[src/rtl/mem_arbiter_pkg.sv]
// Shared types and constants for the IF/MEM memory arbiter: FSM states, me_len
// encodings and the stall request levels used by the stall controller.
package mem_arbiter_pkg;

    typedef enum logic [1:0] {
        MaStateIdle,
        MaStateRd,
        MaStateWr,
        MaStateDone
    } ma_state_e;

    localparam logic [1:0] MemLenByte = 2'd0;
    localparam logic [1:0] MemLenHalf = 2'd1;
    localparam logic [1:0] MemLenWord = 2'd3;

    localparam logic StallReq   = 1'b1;
    localparam logic NoStallReq = 1'b0;

    // Byte count for a MEM access; the illegal encoding 2 is treated as a word.
    function automatic logic [2:0] len_to_n(input logic [1:0] len);
        case (len)
            MemLenByte: len_to_n = 3'd1;
            MemLenHalf: len_to_n = 3'd2;
            MemLenWord: len_to_n = 3'd4;
            default:    len_to_n = 3'd4;
        endcase
    endfunction

endpackage

[src/rtl/mem_arbiter_grant.sv]
// Combinational winner select between IF and MEM requests.
// MEMCTRL_RR_EN selects round-robin on ties; otherwise MEM always wins.
module mem_grant (
    input  logic if_req,
    input  logic me_req,
    input  logic last_me,
    output logic gnt_me
);

`ifdef MEMCTRL_RR_EN
    // On a tie, serve whoever was not served by the last completed access.
    assign gnt_me = (if_req && me_req) ? !last_me : me_req;
`else
    logic unused_grant_in;
    assign unused_grant_in = if_req ^ last_me;
    assign gnt_me          = me_req;
`endif

endmodule

[src/rtl/mem_arbiter.sv]
// Single-port RAM arbiter between IF and MEM; serialises 1/2/4-byte accesses onto a byte-wide port.
// Define MEMCTRL_RR_EN for round-robin arbitration (default build: fixed priority, MEM over IF).
module mem_arbiter
    import mem_arbiter_pkg::*;
#(
    parameter int unsigned ADDR_W = 32
) (
    input  logic              clk,
    input  logic              rst,
    input  logic              if_req,
    input  logic [ADDR_W-1:0] if_addr,
    output logic              if_done,
    output logic [31:0]       if_data,
    input  logic              me_req,
    input  logic              me_we,
    input  logic [ADDR_W-1:0] me_addr,
    input  logic [1:0]        me_len,
    input  logic [31:0]       me_wdata,
    output logic              me_done,
    output logic [31:0]       me_rdata,
    output logic              if_stall_req,
    output logic              me_stall_req,
    output logic [ADDR_W-1:0] mem_a,
    output logic [7:0]        mem_dout,
    input  logic [7:0]        mem_din,
    output logic              mem_wr
);

    ma_state_e         state;
    logic [2:0]        cnt;
    logic [2:0]        n_bytes;
    logic              gnt;
    logic              last_me;
    logic [ADDR_W-1:0] base;
    logic [31:0]       wdata_q;
    logic [31:0]       rdata_q;

    logic              gnt_me;
    logic [ADDR_W-1:0] req_addr;
    logic [2:0]        cnt_nx;
    logic [1:0]        cap_idx;
    logic [31:0]       rd_next;

    mem_grant u_grant (
        .if_req  (if_req),
        .me_req  (me_req),
        .last_me (last_me),
        .gnt_me  (gnt_me)
    );

    assign req_addr = gnt_me ? me_addr : if_addr;
    assign cnt_nx   = cnt + 3'd1;
    // Byte returned this cycle belongs to the address driven at cnt-1 (cnt = 1..4).
    assign cap_idx  = cnt[1:0] - 2'd1;

    always_comb begin
        rd_next = rdata_q;
        if (state == MaStateRd && cnt != 3'd0) begin
            rd_next[{cap_idx, 3'b000} +: 8] = mem_din;
        end
    end

    assign if_stall_req = (if_req && !if_done) ? StallReq : NoStallReq;
    assign me_stall_req = (me_req && !me_done) ? StallReq : NoStallReq;

    // RAM-side outputs are registered one cycle ahead of the byte they address.
    always_ff @(posedge clk) begin
        if (rst) begin
            state    <= MaStateIdle;
            cnt      <= 3'd0;
            n_bytes  <= 3'd0;
            gnt      <= 1'b0;
            last_me  <= 1'b0;
            base     <= '0;
            wdata_q  <= '0;
            rdata_q  <= '0;
            if_done  <= 1'b0;
            me_done  <= 1'b0;
            if_data  <= '0;
            me_rdata <= '0;
            mem_a    <= '0;
            mem_dout <= '0;
            mem_wr   <= 1'b0;
        end else begin
            if_done  <= 1'b0;
            me_done  <= 1'b0;
            if_data  <= '0;
            me_rdata <= '0;
            unique case (state)
                MaStateIdle: begin
                    if (if_req || me_req) begin
                        gnt     <= gnt_me;
                        base    <= req_addr;
                        n_bytes <= gnt_me ? len_to_n(me_len) : 3'd4;
                        wdata_q <= me_wdata;
                        rdata_q <= '0;
                        cnt     <= 3'd0;
                        mem_a   <= req_addr;
                        if (gnt_me && me_we) begin
                            state    <= MaStateWr;
                            mem_wr   <= 1'b1;
                            mem_dout <= me_wdata[7:0];
                        end else begin
                            state <= MaStateRd;
                        end
                    end
                end
                MaStateRd: begin
                    rdata_q <= rd_next;
                    cnt     <= cnt_nx;
                    mem_a   <= (cnt_nx < n_bytes) ? base + ADDR_W'(cnt_nx) : '0;
                    if (cnt == n_bytes) begin
                        state <= MaStateDone;
                        if (gnt) begin
                            me_done  <= 1'b1;
                            me_rdata <= rd_next;
                        end else begin
                            if_done <= 1'b1;
                            if_data <= rd_next;
                        end
                    end
                end
                MaStateWr: begin
                    cnt <= cnt_nx;
                    if (cnt_nx == n_bytes) begin
                        state    <= MaStateDone;
                        me_done  <= 1'b1;
                        mem_a    <= '0;
                        mem_dout <= '0;
                        mem_wr   <= 1'b0;
                    end else begin
                        mem_a    <= base + ADDR_W'(cnt_nx);
                        mem_dout <= wdata_q[{cnt_nx[1:0], 3'b000} +: 8];
                    end
                end
                MaStateDone: begin
                    state   <= MaStateIdle;
                    last_me <= gnt;
                end
                default: state <= MaStateIdle;
            endcase
        end
    end

endmodule

[config.mk]
export PLATFORM = sky130hd
export DESIGN_NAME = mem_arbiter
export DESIGN_NICKNAME = d
export VERILOG_FILES = /design/src/rtl/mem_arbiter_pkg.sv /design/src/rtl/mem_arbiter_grant.sv /design/src/rtl/mem_arbiter.sv
export SDC_FILE = /design/constraint.sdc
export NUM_CORES = 1
export LEC_CHECK = 0
export CAP_MARGIN = 0
export CELL_PAD_IN_SITES_DETAIL_PLACEMENT = 1
export CELL_PAD_IN_SITES_GLOBAL_PLACEMENT = 1
export CORE_MARGIN = 2
export CORE_UTILIZATION = 27
export DETAILED_ROUTE_END_ITERATION = 16
export PLACE_DENSITY = 0.69
export SLEW_MARGIN = 0
export SYNTH_ARGS = -nofsm -noshare
export SYNTH_HDL_FRONTEND = slang
export SYNTH_HIERARCHICAL = 1
export SYNTH_SLANG_ARGS = --single-unit
[constraint.sdc]
create_clock -name clk -period 7.3 [get_ports clk]
set_input_delay 1.825 -clock clk [delete_from_list [all_inputs] [get_ports clk]]
set_output_delay 1.825 -clock clk [all_outputs]
set_load 0.005 [all_outputs]
==> impl_metrics.json, run 1 <==
{
  "outcome": "finished, final reports clean",
  "critical_path.max_fanout": 5,
  "fin_cells": 1704,
  "hold_depth": 2,
  "dieHeight_microns": 188,
  "place_congestion": 0.770,
  "syn_area_per_cell_sq_um": 8.55,
  "grt_pass1_vias": 8718,
  "r2r_cells": 10,
  "cts_setup_buffers": 0,
  "maxSlewHeadroom_pct": 27.4,
  "clockRootBuffer": "clkbuf_16",
  "cts-resized-gates": 0,
  "period_share_pct": 68.3,
  "first_pass_iters": 6,
  "fin_util_pct": 37.2,
  "finalNetCount": 1369,
  "syn_nets": 1195,
  "period_needed_ps": 4990,
  "cp.required_ps": 5480,
  "crit_slowest_cell": "clkdlybuf4s50_1",
  "grt-ovfl-total": 0,
  "cts_buffers": 25,
  "finalSetupTns_ps": 0,
  "grt_pass1_wl_microns": 47700,
  "crit_type": "input pin to primary output",
  "synthCells": 1067,
  "holdWs_ps": 455,
  "place_hpwl_microns": 20200,
  "die_x_microns": 188,
  "cts-htree-levels": 1,
  "cp.depth": 3,
  "grt_setup_unrepaired": "false",
  "drive_above_1_share_pct": 5.34,
  "swShare_pct": 35.3,
  "vias": 8418,
  "crit_buf_inv": 2,
  "slowest_delay_ps": 660,
  "timing.rr.start": "cnt[0]",
  "holdBufCountCts": 0,
  "setup.worst_path.start_class": "input pin",
  "p_leak_nw": 4.53,
  "report.final.slew_viol_count": 0,
  "power_frac_comb_pct": 33.2,
  "hp-class": "flop to flop",
  "p_clk_share_pct": 30.0,
  "worstSetupStartpoint": "if_req",
  "cts_buffer_depth": 3,
  "route.detailed.drc": 0,
  "placed_area_sq_um": 11600,
  "vias_per_cell": 4.94,
  "pwr-share-seq_pct": 36.8,
  "tritoncts": "done",
  "drv_cap": 0,
  "grt_usage_pct": 16.5,
  "synth_warnings": 6,
  "dp_cells": 1662,
  "placementRows": 67,
  "routed_wl_microns": 29400,
  "end_kind": "primary output",
  "fin_area_sq_um": 12400,
  "port_buffers": 219,
  "wl_per_cell_microns": 17.2,
  "ir_worst_vdd_uv": 160,
  "n_fill_cell": 3942,
  "finalHoldViolCount": 0,
  "grt_max_degree": 101,
  "die_area_sq_um": 35300,
  "netlist_area_sq_um": 9120,
  "antenna_found_initial": 2,
  "hp-start": "wdata_q[23]",
  "ios": 220,
  "fmax_ghz": 0.201,
  "arrival_ps": 3160,
  "clk_pin_slew_worst_paths_ps": 50,
  "dr.first_iter.drc_count": 425,
  "clk_latency_ps": 510,
  "clock-sinks": 212,
  "finalSetupViolCount": 0,
  "p_switching_mw": 1.45,
  "start_util_pct": 27.3,
  "p_int_mw": 2.67,
  "worstPathCellList": "clkdlybuf4s50_1, nor2b_1, clkdlybuf4s50_1",
  "ant_nets": 0,
  "power.density_nw_per_um2": 332,
  "crit_top_cell": "clkdlybuf4s50_1",
  "crit_family": "buffers and inverters",
  "area_growth_pct": 36.2,
  "core_sq_um": 33400,
  "tightest_slew_ps": 1090,
  "final.setup_skew_ps": 9.44,
  "rrSetupSlack_ps": 3460
}
[path summary, 6_finish.rpt]
kind | to
setup reg to reg | mem_a[21]
setup / recovery | if_stall_req
hold / removal | wdata_q[23]
hold reg to reg | wdata_q[23]
[per-stage QoR]
step | setup slack, ps | total power, mW
final | 2310 | 4.12
after global routing | 2280 | 4.41
after CTS | 2300 | 4.18
after detailed placement | 2300 | 2.92
after global placement | 2330 | 2.87
after floorplan | 3520 | 2.38
[worst min-delay path, cell delays in order (launching register included)]
cell and delay [ps]:
dfxtp_1 300, nand2_1 50, a21oi_1 50
[area by class of cell]
class / instances / area, sq um / area share [%]
inverters: 16 / 60.1 / 0.484
diodes: 1 / 2.50 / 0.0201
repair buffers: 230 / 2270 / 18.3
clock inverters: 7 / 116 / 0.937
multi-input cells: 756 / 4480 / 36.1
clock buffers: 34 / 689 / 5.55
flip-flops and latches: 212 / 4240 / 34.2
well taps: 448 / 561 / 4.51
[placed cells by master (no fill, tap or decap), drive strengths merged, types with 16 or more instances in the layout]
master	count
clkbuf	34
nor2	187
a21oi	97
inv	16
a211oi	34
clkdlybuf4s50	217
o21ai	71
and3	34
dfxtp	212
mux2i	32
a22oi	45
ha	16
nand2	86
nand3	24
[power groups by stage]
| stage | Sequential, mW | Clock, mW | Combinational [mW] |
|---|---|---|---|
| 5_1_grt | 1.55 | 1.32 | 1.55 |
| 2_1_floorplan | 1.50 | 0 | 0.878 |
| 3_3_place_gp | 1.53 | 0 | 1.34 |
| 6_report | 1.52 | 1.24 | 1.37 |
| 3_5_place_dp | 1.54 | 0 | 1.38 |
| 4_1_cts | 1.52 | 1.28 | 1.39 |
[state kept, by name (all words and copies together), names as in the netlist]
signal    flops
base         32
cnt           3
gnt           1
if_data      32
if_done       1
me_done       1
me_rdata     32
mem_a        32
mem_dout      8
mem_wr        1
n_bytes       3
rdata_q      32
state         2
wdata_q      32
[routing by layer]
layer	up-vias	global-route usage, %	share of wire [%]	wire length [microns]
li1	4122	-	-	-
met1	4034	21.4	45	13100
met2	211	28.1	47	13800
met3	49	3.03	5.5	1620
met4	2	4.48	2.7	782
met5	-	0	0.034	10
No activity file was read; power rests on OpenSTA's default activity.
==> run 2, diff against run 1 <==
PLACE_DENSITY = 0.71   (was 0.69)
clock period = 4.1 ns   (was 7.3 ns; I/O delays follow)
==> impl_metrics.json, run 2 (synthesized netlist as in run 1, its figures left out) <==
{
  "end_kind": "primary output",
  "start_util_pct": 27.3,
  "hold_depth": 2,
  "routed_wl_microns": 30000,
  "critical_path.max_fanout": 5,
  "maxSlewHeadroom_pct": 34.1,
  "cts_buffer_depth": 3,
  "cts_setup_buffers": 0,
  "holdWs_ps": 454,
  "ant_nets": 0,
  "tritoncts": "done",
  "fmax_ghz": 0.303,
  "place_congestion": 0.774,
  "cts-resized-gates": 0,
  "grt_pass1_wl_microns": 48400,
  "cp.required_ps": 3070,
  "n_fill_cell": 3880,
  "clk_latency_ps": 530,
  "crit_type": "input pin to primary output",
  "dr.first_iter.drc_count": 390,
  "final.setup_skew_ps": 17.4,
  "setup.worst_path.start_class": "input pin",
  "finalHoldViolCount": 0,
  "vias_per_cell": 4.95,
  "dp_cells": 1668,
  "place_hpwl_microns": 21000,
  "cts_buffers": 26,
  "dieHeight_microns": 188,
  "ir_worst_vdd_uv": 346,
  "mostFrequentLayoutCell": "clkdlybuf4s50_1",
  "finalSetupViolCount": 0,
  "grt_max_degree": 86,
  "placementRows": 67,
  "final_cell_mix": "clkdlybuf4s50_1, dfxtp_1, nor2_1, a21oi_1, nand2_1",
  "die_area_sq_um": 35300,
  "antenna_found_initial": 2,
  "route.detailed.drc": 0,
  "die_x_microns": 188,
  "arrival_ps": 2270,
  "cts-htree-levels": 1,
  "clockRootBuffer": "clkbuf_16",
  "holdPathEnd": "wdata_q[5]",
  "period_needed_ps": 3300,
  "r2r-end": "mem_a[11]",
  "report.final.slew_viol_count": 0,
  "wl_per_cell_microns": 17.5,
  "tightest_slew_ps": 988,
  "holdBufCountCts": 0,
  "core_sq_um": 33400,
  "ios": 220,
  "rrSetupSlack_ps": 930,
  "finalSetupTns_ps": 0,
  "grt_pass1_vias": 8926,
  "antenna_cells": 0,
  "first_pass_iters": 5,
  "grt_usage_pct": 16.8,
  "fin_cells": 1716,
  "hp-start": "wdata_q[5]",
  "area_growth_pct": 37.5,
  "drv_cap": 0,
  "power.density_nw_per_um2": 595,
  "outcome": "finished, final reports clean",
  "grt_setup_unrepaired": "false",
  "r2r_cells": 10,
  "timing.rr.start": "cnt[1]",
  "p_leak_nw": 4.58,
  "grt-ovfl-total": 0,
  "hp-class": "flop to flop",
  "power_mw": 7.45,
  "vias": 8500,
  "finalNetCount": 1376,
  "clock-sinks": 212,
  "period_share_pct": 80.5,
  "port_buffers": 219,
  "drive_above_1_share_pct": 6.55,
  "clk_pin_slew_worst_paths_ps": 60
}
==> run 2: routing by layer <==
layer / global-route usage, % / share of wire (%) / vias to the layer above
li1: - / - / 4142
met5: 0 / 0 / -
met1: 20.8 / 44 / 4106
met4: 4.69 / 2.3 / 0
met3: 2.96 / 4.9 / 44
met2: 29.8 / 49 / 208
==> run 2: how the worst max path moves through the flow <==
| stage | start | endpoint | slack [ps] |
|---|---|---|---|
| after floorplan | cnt[0] | mem_a[27] | 1280 |
| final | if_req | if_stall_req | 800 |
| after CTS | if_req | if_stall_req | 790 |
| after global routing | cnt[1] | mem_a[11] | 580 |
| after detailed placement | if_req | if_stall_req | 800 |
| after global placement | if_req | if_stall_req | 820 |
==> run 2: power by group <==
group	switching (mW)	internal [mW]
combinational	1.48	1.03
clock	0.942	1.29
sequential	0.306	2.41
==> run 2: critical path: stages <==
cell	delay (ps)
clkdlybuf4s50_1	590
nor2b_1	160
clkdlybuf4s50_1	500
==> run 2: per-stage QoR <==
stage,utilization [%],cell area (sq um),worst slack [ps]
floorplan,-,9120,1280
global placement,35.0,11700,821
detailed placement,35.0,11700,797
CTS,37.6,12500,792
global route,37.6,12500,576
finish,37.6,12500,801
==> run 2: final cells by class <==
type | count | area, sq um | share of cell area, %
flip-flops and latches | 212 | 4240 | 33.9
clock buffers | 35 | 744 | 5.94
inverters | 16 | 60.1 | 0.479
clock inverters | 13 | 110 | 0.878
repair buffers | 236 | 2340 | 18.6
well taps | 448 | 561 | 4.47
multi-input cells | 756 | 4480 | 35.7
==> run 3, diff against run 2 <==
PLACE_DENSITY = 0.69   (was 0.71)
clock period = 3.35 ns   (was 4.1 ns; I/O delays follow)
==> impl_metrics.json, run 3 (synthesized netlist as in run 1, its figures left out) <==
{
  "hold_depth": 2,
  "end_kind": "primary output",
  "ir_worst_vdd_uv": 359,
  "outcome": "finished, final reports clean",
  "mostFrequentLayoutCell": "clkdlybuf4s50_1",
  "rrSetupSlack_ps": 410,
  "finalHoldViolCount": 0,
  "grt_setup_unrepaired": "false",
  "arrival_ps": 2150,
  "p_clk_share_pct": 30.4,
  "clk_pin_slew_worst_paths_ps": 60,
  "period_needed_ps": 2980,
  "dieHeight_microns": 188,
  "area_growth_pct": 38.5,
  "setup.worst_path.start_class": "input pin",
  "clock-sinks": 212,
  "holdPathEnd": "wdata_q[14]",
  "ios": 220,
  "core_sq_um": 33400,
  "routed_wl_microns": 29900,
  "finalSetupViolCount": 0,
  "drive_above_1_share_pct": 6.99,
  "grt_use_met3_pct": 3.22,
  "grt_pass1_wl_microns": 48300,
  "p_int_mw": 5.95,
  "swShare_pct": 35.7,
  "cp.required_ps": 2510,
  "clk_latency_ps": 540,
  "grt_most_used_layer": "met2",
  "final_cell_mix": "clkdlybuf4s50_1, dfxtp_1, nor2_1, a21oi_1, nand2_1",
  "hp-start": "wdata_q[14]",
  "placementRows": 67,
  "grt_use_met1_pct": 20.6,
  "report.final.slew_viol_count": 0,
  "vias": 8494,
  "r2r_cells": 9,
  "p_leak_nw": 4.65,
  "hp-class": "flop to flop",
  "die_area_sq_um": 35300,
  "fmax_ghz": 0.335,
  "place_congestion": 0.828,
  "grt_pass1_vias": 8757,
  "cts_setup_buffers": 0,
  "finalSetupTns_ps": 0,
  "port_buffers": 219,
  "fin_util_pct": 37.8,
  "die_x_microns": 188,
  "holdWs_ps": 456,
  "final.setup_skew_ps": 23.3,
  "grt_usage_pct": 16.7,
  "r2r-end": "mem_a[29]",
  "place_hpwl_microns": 21000,
  "finalNetCount": 1384,
  "drv_cap": 0,
  "dp_cells": 1677,
  "antenna_found_initial": 0,
  "period_share_pct": 89.1,
  "first_pass_iters": 6,
  "dr.first_iter.drc_count": 440,
  "wl_per_cell_microns": 17.4,
  "cts-resized-gates": 0,
  "pwr-share-seq_pct": 36.1,
  "n_fill_cell": 3905,
  "clockRootBuffer": "clkbuf_16",
  "fin_cells": 1722,
  "met2_usage_pct": 30.3,
  "power_mw": 9.26,
  "antenna_cells": 0,
  "start_util_pct": 27.3,
  "grt_max_degree": 54,
  "maxSlewHeadroom_pct": 38.9,
  "ant_nets": 0,
  "holdBufCountCts": 0,
  "vias_per_cell": 4.93,
  "p_switching_mw": 3.31,
  "cts-htree-levels": 1,
  "power_frac_comb_pct": 33.6,
  "cts_buffers": 25,
  "timing.rr.start": "cnt[0]",
  "cts_buffer_depth": 3,
  "critical_path.max_fanout": 5,
  "tritoncts": "done",
  "power.density_nw_per_um2": 734,
  "grt-ovfl-total": 0,
  "route.detailed.drc": 0,
  "tightest_slew_ps": 916,
  "crit_type": "input pin to primary output"
}
-- run 3: final cells by class --
type / count / area (sq um) / share of cell area, %
multi-input combinational: 756 / 4480 / 35.5
sequential: 212 / 4240 / 33.6
timing repair buffer: 245 / 2430 / 19.2
clock buffer: 31 / 678 / 5.37
tap: 448 / 561 / 4.44
clock inverter: 14 / 175 / 1.39
inverter: 16 / 60.1 / 0.476
-- run 3: per-stage QoR --
stage | instance area [sq um] | setup WS, ps
after floorplan | 9120 | 534
after detailed placement | 11800 | 356
after global routing | 12600 | 110
after CTS | 12600 | 357
final | 12600 | 365
after global placement | 11800 | 367
-- run 3: worst max-delay path by stage --
stage,slack (ps),from,endpoint
5_1_grt,110,cnt[0],mem_a[29]
2_1_floorplan,530,cnt[0],mem_a[27]
4_1_cts,360,if_req,if_stall_req
3_5_place_dp,360,if_req,if_stall_req
6_report,370,if_req,if_stall_req
3_3_place_gp,370,if_req,if_stall_req
-- run 3: per-layer routing --
layer,vias up,share of wire [%]
met5,-,0
met4,0,1.4
met3,30,5.2
met2,187,49
met1,4123,44
li1,4154,-
-- run 3: critical path: stages --
cell and delay (ps):
clkdlybuf4s50_1 640, nor2b_1 170, clkdlybuf4s50_1 500
-- run 3: power by group through the flow --
stage | logic [mW] | registers (mW) | clock network (mW)
after global routing | 3.48 | 3.41 | 3.00
after floorplan | 1.91 | 3.27 | 0
final | 3.11 | 3.34 | 2.82
after CTS | 3.17 | 3.34 | 2.89
after global placement | 3.08 | 3.37 | 0
after detailed placement | 3.15 | 3.39 | 0
